$ cat src/rtl/seg7_scan_to_bcd.sv
// Samples a scanned common-cathode 7-segment bus, decodes each glyph to BCD and emits full frames over valid/ready.
// Define SEG7_ALT_GLYPH_EN to also accept the alternate 6 / 7 / 9 glyph shapes.
module seg7_scan_to_bcd #(
    parameter int NUM_DIGITS     = 4,
    parameter bit SEG_ACTIVE_LOW = 1'b0
) (
    input  logic                    clk_i,
    input  logic                    rst_ni,
    input  logic [6:0]              seg_i,
    input  logic [NUM_DIGITS-1:0]   dig_sel_i,
    input  logic                    scan_vld_i,
    output logic [4*NUM_DIGITS-1:0] bcd_o,
    output logic [NUM_DIGITS-1:0]   dig_err_o,
    output logic                    frm_vld_o,
    input  logic                    frm_rdy_i,
    output logic                    sel_err_o,
    output logic                    ovr_o,
    input  logic                    ovr_clr_i
);

    localparam int IDX_W = $clog2(NUM_DIGITS);

    typedef enum logic {IDLE, COLLECT} state_t;

    state_t                    state_reg, state_next;
    logic [IDX_W-1:0]          idx_reg, idx_next;

    logic [6:0]                seg_eff;
    logic [3:0]                glyph_val;
    logic                      glyph_err;
    logic                      sel_onehot;
    logic [IDX_W-1:0]          sel_idx;

    logic [NUM_DIGITS-2:0]     shadow_we;
    logic                      shadow_clr;
    logic                      frame_done;
    logic                      sel_err_next;

    logic [4*NUM_DIGITS-5:0]   shadow_bcd;
    logic [NUM_DIGITS-2:0]     shadow_err;
    logic [4*NUM_DIGITS-1:0]   frame_bcd;
    logic [NUM_DIGITS-1:0]     frame_err;

    logic [4*NUM_DIGITS-1:0]   bcd_reg;
    logic [NUM_DIGITS-1:0]     dig_err_reg;
    logic                      frm_vld_reg;
    logic                      sel_err_reg;
    logic                      ovr_reg;

    assign seg_eff = SEG_ACTIVE_LOW ? ~seg_i : seg_i;

    always_comb begin
        glyph_val = 4'hF;
        glyph_err = 1'b0;
        case (seg_eff)
            7'b1111110: glyph_val = 4'h0;
            7'b0110000: glyph_val = 4'h1;
            7'b1101101: glyph_val = 4'h2;
            7'b1111001: glyph_val = 4'h3;
            7'b0110011: glyph_val = 4'h4;
            7'b1011011: glyph_val = 4'h5;
            7'b1011111: glyph_val = 4'h6;
            7'b1110000: glyph_val = 4'h7;
            7'b1111111: glyph_val = 4'h8;
            7'b1111011: glyph_val = 4'h9;
            7'b0000000: glyph_val = 4'hA;
`ifdef SEG7_ALT_GLYPH_EN
            7'b0011111: glyph_val = 4'h6;
            7'b1110010: glyph_val = 4'h7;
            7'b1110011: glyph_val = 4'h9;
`endif
            default: begin
                glyph_val = 4'hF;
                glyph_err = 1'b1;
            end
        endcase
    end

    assign sel_onehot = (dig_sel_i != '0) &&
                        ((dig_sel_i & (dig_sel_i - NUM_DIGITS'(1))) == '0);

    // Priority encoder is only meaningful when sel_onehot is true.
    always_comb begin
        sel_idx = '0;
        for (int i = 0; i < NUM_DIGITS; i++) begin
            if (dig_sel_i[i]) sel_idx = i[IDX_W-1:0];
        end
    end

    always_comb begin
        state_next   = state_reg;
        idx_next     = idx_reg;
        shadow_we    = '0;
        shadow_clr   = 1'b0;
        frame_done   = 1'b0;
        sel_err_next = 1'b0;
        if (scan_vld_i) begin
            if (!sel_onehot) begin
                state_next   = IDLE;
                idx_next     = '0;
                shadow_clr   = 1'b1;
                sel_err_next = 1'b1;
            end else if (sel_idx == '0) begin
                shadow_we  = dig_sel_i[NUM_DIGITS-2:0];
                idx_next   = IDX_W'(1);
                state_next = COLLECT;
            end else if (state_reg == COLLECT) begin
                if (sel_idx == idx_reg) begin
                    shadow_we = dig_sel_i[NUM_DIGITS-2:0];
                    if (sel_idx == IDX_W'(NUM_DIGITS - 1)) begin
                        frame_done = 1'b1;
                        state_next = IDLE;
                        idx_next   = '0;
                    end else begin
                        idx_next = idx_reg + IDX_W'(1);
                    end
                end else begin
                    state_next   = IDLE;
                    idx_next     = '0;
                    shadow_clr   = 1'b1;
                    sel_err_next = 1'b1;
                end
            end
        end
    end

    always_ff @(posedge clk_i or negedge rst_ni) begin
        if (!rst_ni) begin
            state_reg <= IDLE;
            idx_reg   <= '0;
        end else begin
            state_reg <= state_next;
            idx_reg   <= idx_next;
        end
    end

    // The last digit is never held in the shadow: it goes straight from the decoder into the frame.
    for (genvar gi = 0; gi < NUM_DIGITS - 1; gi++) begin : g_shadow
        logic [3:0] nib_reg;
        logic       err_reg;
        always_ff @(posedge clk_i or negedge rst_ni) begin
            if (!rst_ni) begin
                nib_reg <= '0;
                err_reg <= 1'b0;
            end else if (shadow_clr) begin
                nib_reg <= '0;
                err_reg <= 1'b0;
            end else if (shadow_we[gi]) begin
                nib_reg <= glyph_val;
                err_reg <= glyph_err;
            end
        end
        assign shadow_bcd[4*gi +: 4] = nib_reg;
        assign shadow_err[gi]        = err_reg;
    end

    assign frame_bcd = {glyph_val, shadow_bcd};
    assign frame_err = {glyph_err, shadow_err};

    always_ff @(posedge clk_i or negedge rst_ni) begin
        if (!rst_ni) begin
            bcd_reg     <= '0;
            dig_err_reg <= '0;
            frm_vld_reg <= 1'b0;
            sel_err_reg <= 1'b0;
            ovr_reg     <= 1'b0;
        end else begin
            sel_err_reg <= sel_err_next;
            if (frame_done) begin
                bcd_reg     <= frame_bcd;
                dig_err_reg <= frame_err;
                frm_vld_reg <= 1'b1;
            end else if (frm_vld_reg && frm_rdy_i) begin
                frm_vld_reg <= 1'b0;
            end
            // A new overrun takes priority over a clear in the same cycle.
            if (frame_done && frm_vld_reg && !frm_rdy_i) begin
                ovr_reg <= 1'b1;
            end else if (ovr_clr_i) begin
                ovr_reg <= 1'b0;
            end
        end
    end

    assign bcd_o     = bcd_reg;
    assign dig_err_o = dig_err_reg;
    assign frm_vld_o = frm_vld_reg;
    assign sel_err_o = sel_err_reg;
    assign ovr_o     = ovr_reg;

endmodule

$ cat config.mk
export PLATFORM = sky130hd
export DESIGN_NAME = seg7_scan_to_bcd
export DESIGN_NICKNAME = d
export VERILOG_FILES = /design/src/rtl/seg7_scan_to_bcd.sv
export SDC_FILE = /design/constraint.sdc
export NUM_CORES = 1
export LEC_CHECK = 0
export BUFFER_PORTS_ARGS = -buffer_cell sky130_fd_sc_hd__buf_2
export CAP_MARGIN = 40
export CORE_ASPECT_RATIO = 0.9
export CORE_MARGIN = 5
export CORE_UTILIZATION = 55
export CTS_CLUSTER_SIZE = 25
export DETAILED_ROUTE_END_ITERATION = 8
export GPL_TIMING_DRIVEN = 0
export PLACE_DENSITY = 0.78
export SYNTH_ARGS = -nofsm -noshare
export SYNTH_HDL_FRONTEND = slang
export SYNTH_SLANG_ARGS = --single-unit
$ cat constraint.sdc
create_clock -name clk_i -period 1.8 [get_ports clk_i]
set_input_delay 0.09 -clock clk_i [delete_from_list [all_inputs] [get_ports clk_i]]
set_output_delay 0.09 -clock clk_i [all_outputs]
set_load 0.02 [all_outputs]
# --- Word level (Yosys, flattened, before mapping) ---
# Cells that the tools add are included.
op_classes:
  addsub: 2
  eq_ne: 13
  n_mux: 47
  n_bitwise: 1
  n_reduce_logical: 16
op_table:
  columns: ["op", "count"]
  rows:
  - ["7-bit equality test, second input constant", 8]
  - ["4-bit one-hot mux with 11 select lines", 1]
  - ["1-bit 2-to-1 mux", 28]
  - ["4-bit 2-to-1 mux", 6]
  - ["3-bit 2-to-1 mux", 5]
  - ["7-bit by 6-bit equality test with 1-bit output, second input constant", 2]
  - ["2-bit 2-to-1 mux", 7]
  - ["11-bit OR reduction", 1]
  - ["2-bit nonzero test", 5]
  - ["7-bit zero test", 1]
  - ["4-bit bitwise AND", 1]
  - ["1-bit logical AND", 4]
  - ["4-bit zero test", 1]
  - ["4-bit nonzero test", 1]
  - ["4-bit by 1-bit subtractor with 4-bit output, second input constant", 1]
  - ["3-bit by 2-bit inequality test with 1-bit output, second input constant", 1]
  - ["2-bit by 1-bit adder with 2-bit output, second input constant", 1]
  - ["2-bit equality test", 1]
  - ["2-bit equality test, second input constant", 1]
  - ["2-bit zero test", 1]
  - ["2-bit AND reduction", 1]
  - ["1-bit zero test", 1]
totals:
  reg_bits: 41
  inputBits: 16

# --- Longest topological paths before layout ---
depth:
  word_depth: 13
  ltp_mapped: 7
  mapped_depth_nobuf: 5

# --- Worst setup path after synthesis ---
# OpenSTA, ideal clock, no wires.
synth_timing:
  path_kind: "reg-to-reg"
  from: "register idx_reg[1]"
  to: "register g_shadow[1].nib_reg[1]"
  setup_ns: 0.082
  arrival_ns: 1.563
  t_required_ns: 1.718
  slack_ns: 0.155
  stages_incl_launch_ff: 8
  synth_period_minus_slack_ns: 1.645
  path_cell_list: "dfrtp_1 clkbuf_1 and4bb_1 a211o_1 and3_1 buf_6 nand2b_1 o22ai_1"
synth_via:
  elab_chain_len: 7
  elab_cells_between_ends: 13
  classes_between: "eq/ne: 1; mux: 11; reduce/logical: 1"
synth_lines:
  columns: ["element", "line", "text"]
  rows:
  - ["start, declared", "26", "logic [IDX_W-1:0] idx_reg, idx_next;"]
  - ["start signal, assigned", "133", "idx_reg <= idx_next;"]
  - ["2-bit equality test (*)", "108", "if (sel_idx == idx_reg) begin"]
  - ["1-bit 2-to-1 mux / 3-bit 2-to-1 mux (equally long branches)", "108", null]
  - ["1-bit 2-to-1 mux / 3-bit 2-to-1 mux (equally long branches)", "107", "end else if (state_reg == COLLECT) begin"]
  - ["1-bit 2-to-1 mux / 3-bit 2-to-1 mux (equally long branches)", "103", "end else if (sel_idx == '0) begin"]
  - ["1-bit 2-to-1 mux / 3-bit 2-to-1 mux (equally long branches)", "98", "if (!sel_onehot) begin"]
  - ["1-bit 2-to-1 mux / 3-bit 2-to-1 mux (equally long branches)", "97", "if (scan_vld_i) begin"]
  - ["4-bit 2-to-1 mux / 2-bit nonzero test (equally long branches)", null, null]
  - ["end signal, assigned", "149", "nib_reg <= glyph_val;"]
  - ["end, declared", "139", "logic [3:0] nib_reg;"]
# Every way passes the cells marked *; elsewhere a longest branch is shown, timed or not.
# A chain may end at the register's enable or synchronous reset.

# --- Worst setup path in the final report ---
layout_timing:
  from: "register idx_reg[1]"
  to: "register g_shadow[2].nib_reg[0]"
layout_via:
  elab_chain_len: 7
  elab_cells_between_ends: 13
  classes_between: "eq/ne: 1; mux: 11; reduce/logical: 1"
layout_lines:
  columns: ["element", "line", "text"]
  rows:
  - ["2-bit equality test (*)", "108", null]
  - ["1-bit 2-to-1 mux (*) (5 in series)", null, null]
  - ["net sel_err_next", "37", "logic sel_err_next;"]
  - ["4-bit 2-to-1 mux / 2-bit nonzero test (equally long branches)", null, null]
  - ["end signal, assigned", "149", null]
  - ["end, declared", "139", null]
# The timed path passes the listed nets; every way through them passes the cells marked *.

==> results.json <==
{
  "outcome": "completed",
  "cp-startpoint": "idx_reg[1]$_DFFE_PN0P_",
  "multi_input_area_sq_um": 1010,
  "fin_nets": 249,
  "n_fill_cell": 298,
  "whs_ns": 0.0908,
  "endpoint_kind": "register",
  "ant_nets": 0,
  "avgViaCountPerCell": 5.70,
  "cts_tree": "yes",
  "worstHoldPathType": "primary input to register",
  "clkLatencyLatePin_ns": 0.30,
  "drt-total-wl_um": 4350,
  "cpPeakStageDelay_ns": 0.47,
  "wl_per_cell_um": 15.5,
  "grt_pass1_vias": 1512,
  "register_area_sq_um": 1030,
  "dieArea_sq_um": 5210,
  "crit_chain": "nand2b_1 -> a211o_1 -> a32o_2 -> buf_2 -> a211oi_1",
  "cts_htree_levels": 2,
  "powerDensity_nw_per_um2": 727,
  "regToRegSetupSlack_ns": 0.09,
  "hold_violations": 0,
  "rows": 21,
  "worstPathMaxFanout": 10,
  "synth_edf_count": 0,
  "cp.arrival_ns": 1.91,
  "syn_area_per_cell_sq_um": 11.4,
  "layout_min_cycle_time_ns": 1.71,
  "max_slew_margin": 0.675,
  "ys_warn_count": 0,
  "maxCapViolCount": 0,
  "stdcell_count": 280,
  "power.total_mw": 1.85,
  "yosysSeqAreaShare": 0.483,
  "power_leakage_nw": 1.20,
  "worstSetupStartpointType": "register",
  "fin_tns_setup_ns": 0,
  "grt_max_degree": 29,
  "layout-area-overhead-vs-synth_pct": 19.4,
  "drive_above_1_share": 0.350,
  "clockBufferDepth": 2,
  "root_buffer": "clkbuf_8",
  "die_height_um": 69.0,
  "worst_hold_path.endpoint": "ovr_o$_DFFE_PN0P_",
  "post-synth-top-area-cell": "dfrtp_1",
  "place_congestion": 0.916,
  "grt_pass1_wl_um": 7110,
  "cts_buffers": 5,
  "grt_antenna_before_repair": 0,
  "dieWidth_um": 75.5,
  "finalSetupViolations": 0,
  "via_count": 1596,
  "worst_pin_slew_ns": 0.484,
  "netlist_area_sq_um": 2130,
  "min_from": "frm_rdy_i",
  "yosysTopAreaCellShare": 0.483,
  "ios": 39,
  "post_cts_buffers": 0,
  "coreArea_sq_um": 3730,
  "ff2ff_path_depth": 5,
  "worst-path-buf-inv": 1,
  "gr-total-overflow": 0,
  "track_usage": 0.185,
  "synth.net_count": 202,
  "drv_slew": 0,
  "holdPathStages": 3,
  "required_ns": 2.00,
  "dp.cells": 271,
  "fin_crit_sh": 0.952,
  "crit_slowest_cell": "dfrtp_2",
  "io_buffer_count": 38,
  "reg2reg_to": "g_shadow[2].nib_reg[0]$_DFFE_PN0P_",
  "synth-seq-cells": 41,
  "yosys-top-cells-count": "dfrtp_1, nor2_1, mux2_4, nand2_1, nand2b_1",
  "crit_family": "compound AO/OA/AOI/OAI gates",
  "worstSetupPathType": "register to register",
  "remaining_drc_errors": 0,
  "peakVddDrop_uv": 395,
  "fmax_mhz": 584,
  "drt_iter0_drc": 80,
  "fin_skew_ns": 0.00900,
  "clk_pin_slew_ns": 0.08,
  "dp_hpwl_um": 3210,
  "synth.most_common_cell": "dfrtp_1",
  "clock_sinks": 41,
  "async_reset_ff_frac": 1.00,
  "synth_area_leaders": "dfrtp_1, mux2_4, nor2_1",
  "start_util": 0.570,
  "synth_top_flop_cell": "dfrtp_1",
  "timing.rr.start": "idx_reg[1]$_DFFE_PN0P_",
  "antenna_cells": 0,
  "synthCells": 186,
  "firstDrtPassIters": 4,
  "ys_types": 49,
  "largest_reg_flops": 16
}
cell type report:
cell class,instances,share of cell area
inverters,7,0.0103
well taps,46,0.0227
flip-flops and latches,41,0.405
clock buffers,5,0.0271
multi-input cells,130,0.398
repair buffers,41,0.0907
clock inverters,3,0.0182
plain buffers,7,0.0281
power breakdown:
group / internal [mW] / switching, mW / total [mW]
Clock: 0.415 / 0.324 / 0.738
Combinational: 0.0649 / 0.106 / 0.170
Sequential: 0.930 / 0.00632 / 0.936
cell families (layout without fill, tap and decap cells):
| kind of cell | count (synthesis) | after routing | synth area share |
|---|---|---|---|
| compound gates | 38 | 38 | 0.136 |
| flops | 41 | 41 | 0.483 |
| buf+inv | 15 | 63 | 0.0477 |
| xor+xnor | 3 | 3 | 0.0124 |
| mux | 21 | 21 | 0.137 |
| simple gates | 68 | 68 | 0.185 |
worst reg2reg max path, cell delays in order (launching register included):
cell	delay, ns
dfrtp_2	0.47
nand2b_1	0.16
a211o_1	0.31
a32o_2	0.30
buf_2	0.20
a211oi_1	0.19
per-layer routing:
metal  vias to the layer above  part of all wire  global-route usage
li1                        786                 -                   -
met1                       766              0.48               0.256
met2                        39              0.46               0.277
met3                         5             0.047              0.0348
met4                         0             0.017              0.0917
met5                         -                 0                   0
worst max-delay path by stage:
stage               cells past startpoint  slack, ns                                  to
finish                                  5       0.09  g_shadow[2].nib_reg[0]$_DFFE_PN0P_
global route                            5     -0.003  g_shadow[2].nib_reg[0]$_DFFE_PN0P_
CTS                                     5       0.08  g_shadow[2].nib_reg[0]$_DFFE_PN0P_
detailed placement                      8      -0.02                bcd_o[8]$_DFFE_PN0P_
global placement                        7      -0.01               bcd_o[14]$_DFFE_PN0P_
floorplan                               7       0.15  g_shadow[1].nib_reg[1]$_DFFE_PN0P_
what timing repair did:
item | 4_1_cts | 5_1_grt
hold buffers | 2 | 0
gates resized for setup | 0 | 4
hold endpoints to repair | 18 | 0
setup endpoints to repair | 1 | 5
pin swaps | 0 | 2
cells in the final DEF (no fill, tap or decap), types with 3 or more instances in the layout:
cell and n:
buf_2 40, dfrtp_1 40, nor2_1 18, mux2_4 16, nand2_1 10, nand2b_1 8, inv_1 7, o22ai_1 6
a21oi_1 5, mux2i_1 5, clkbuf_8 5, nor3_1 4, a211oi_1 4, nand4_1 4, o21ai_0 4, nand3_1 3
nand3b_1 3, o31ai_1 3
per-stage QoR:
step | worst slack (ns) | cell area (sq um) | utilization
after floorplan | 0.155 | 2130 | -
after global placement | -0.0146 | 2370 | 0.636
after detailed placement | -0.0193 | 2390 | 0.642
after CTS | 0.0830 | 2520 | 0.677
after global routing | -0.00319 | 2540 | 0.680
final | 0.0873 | 2540 | 0.680
(Power assumes the default switching activity.)
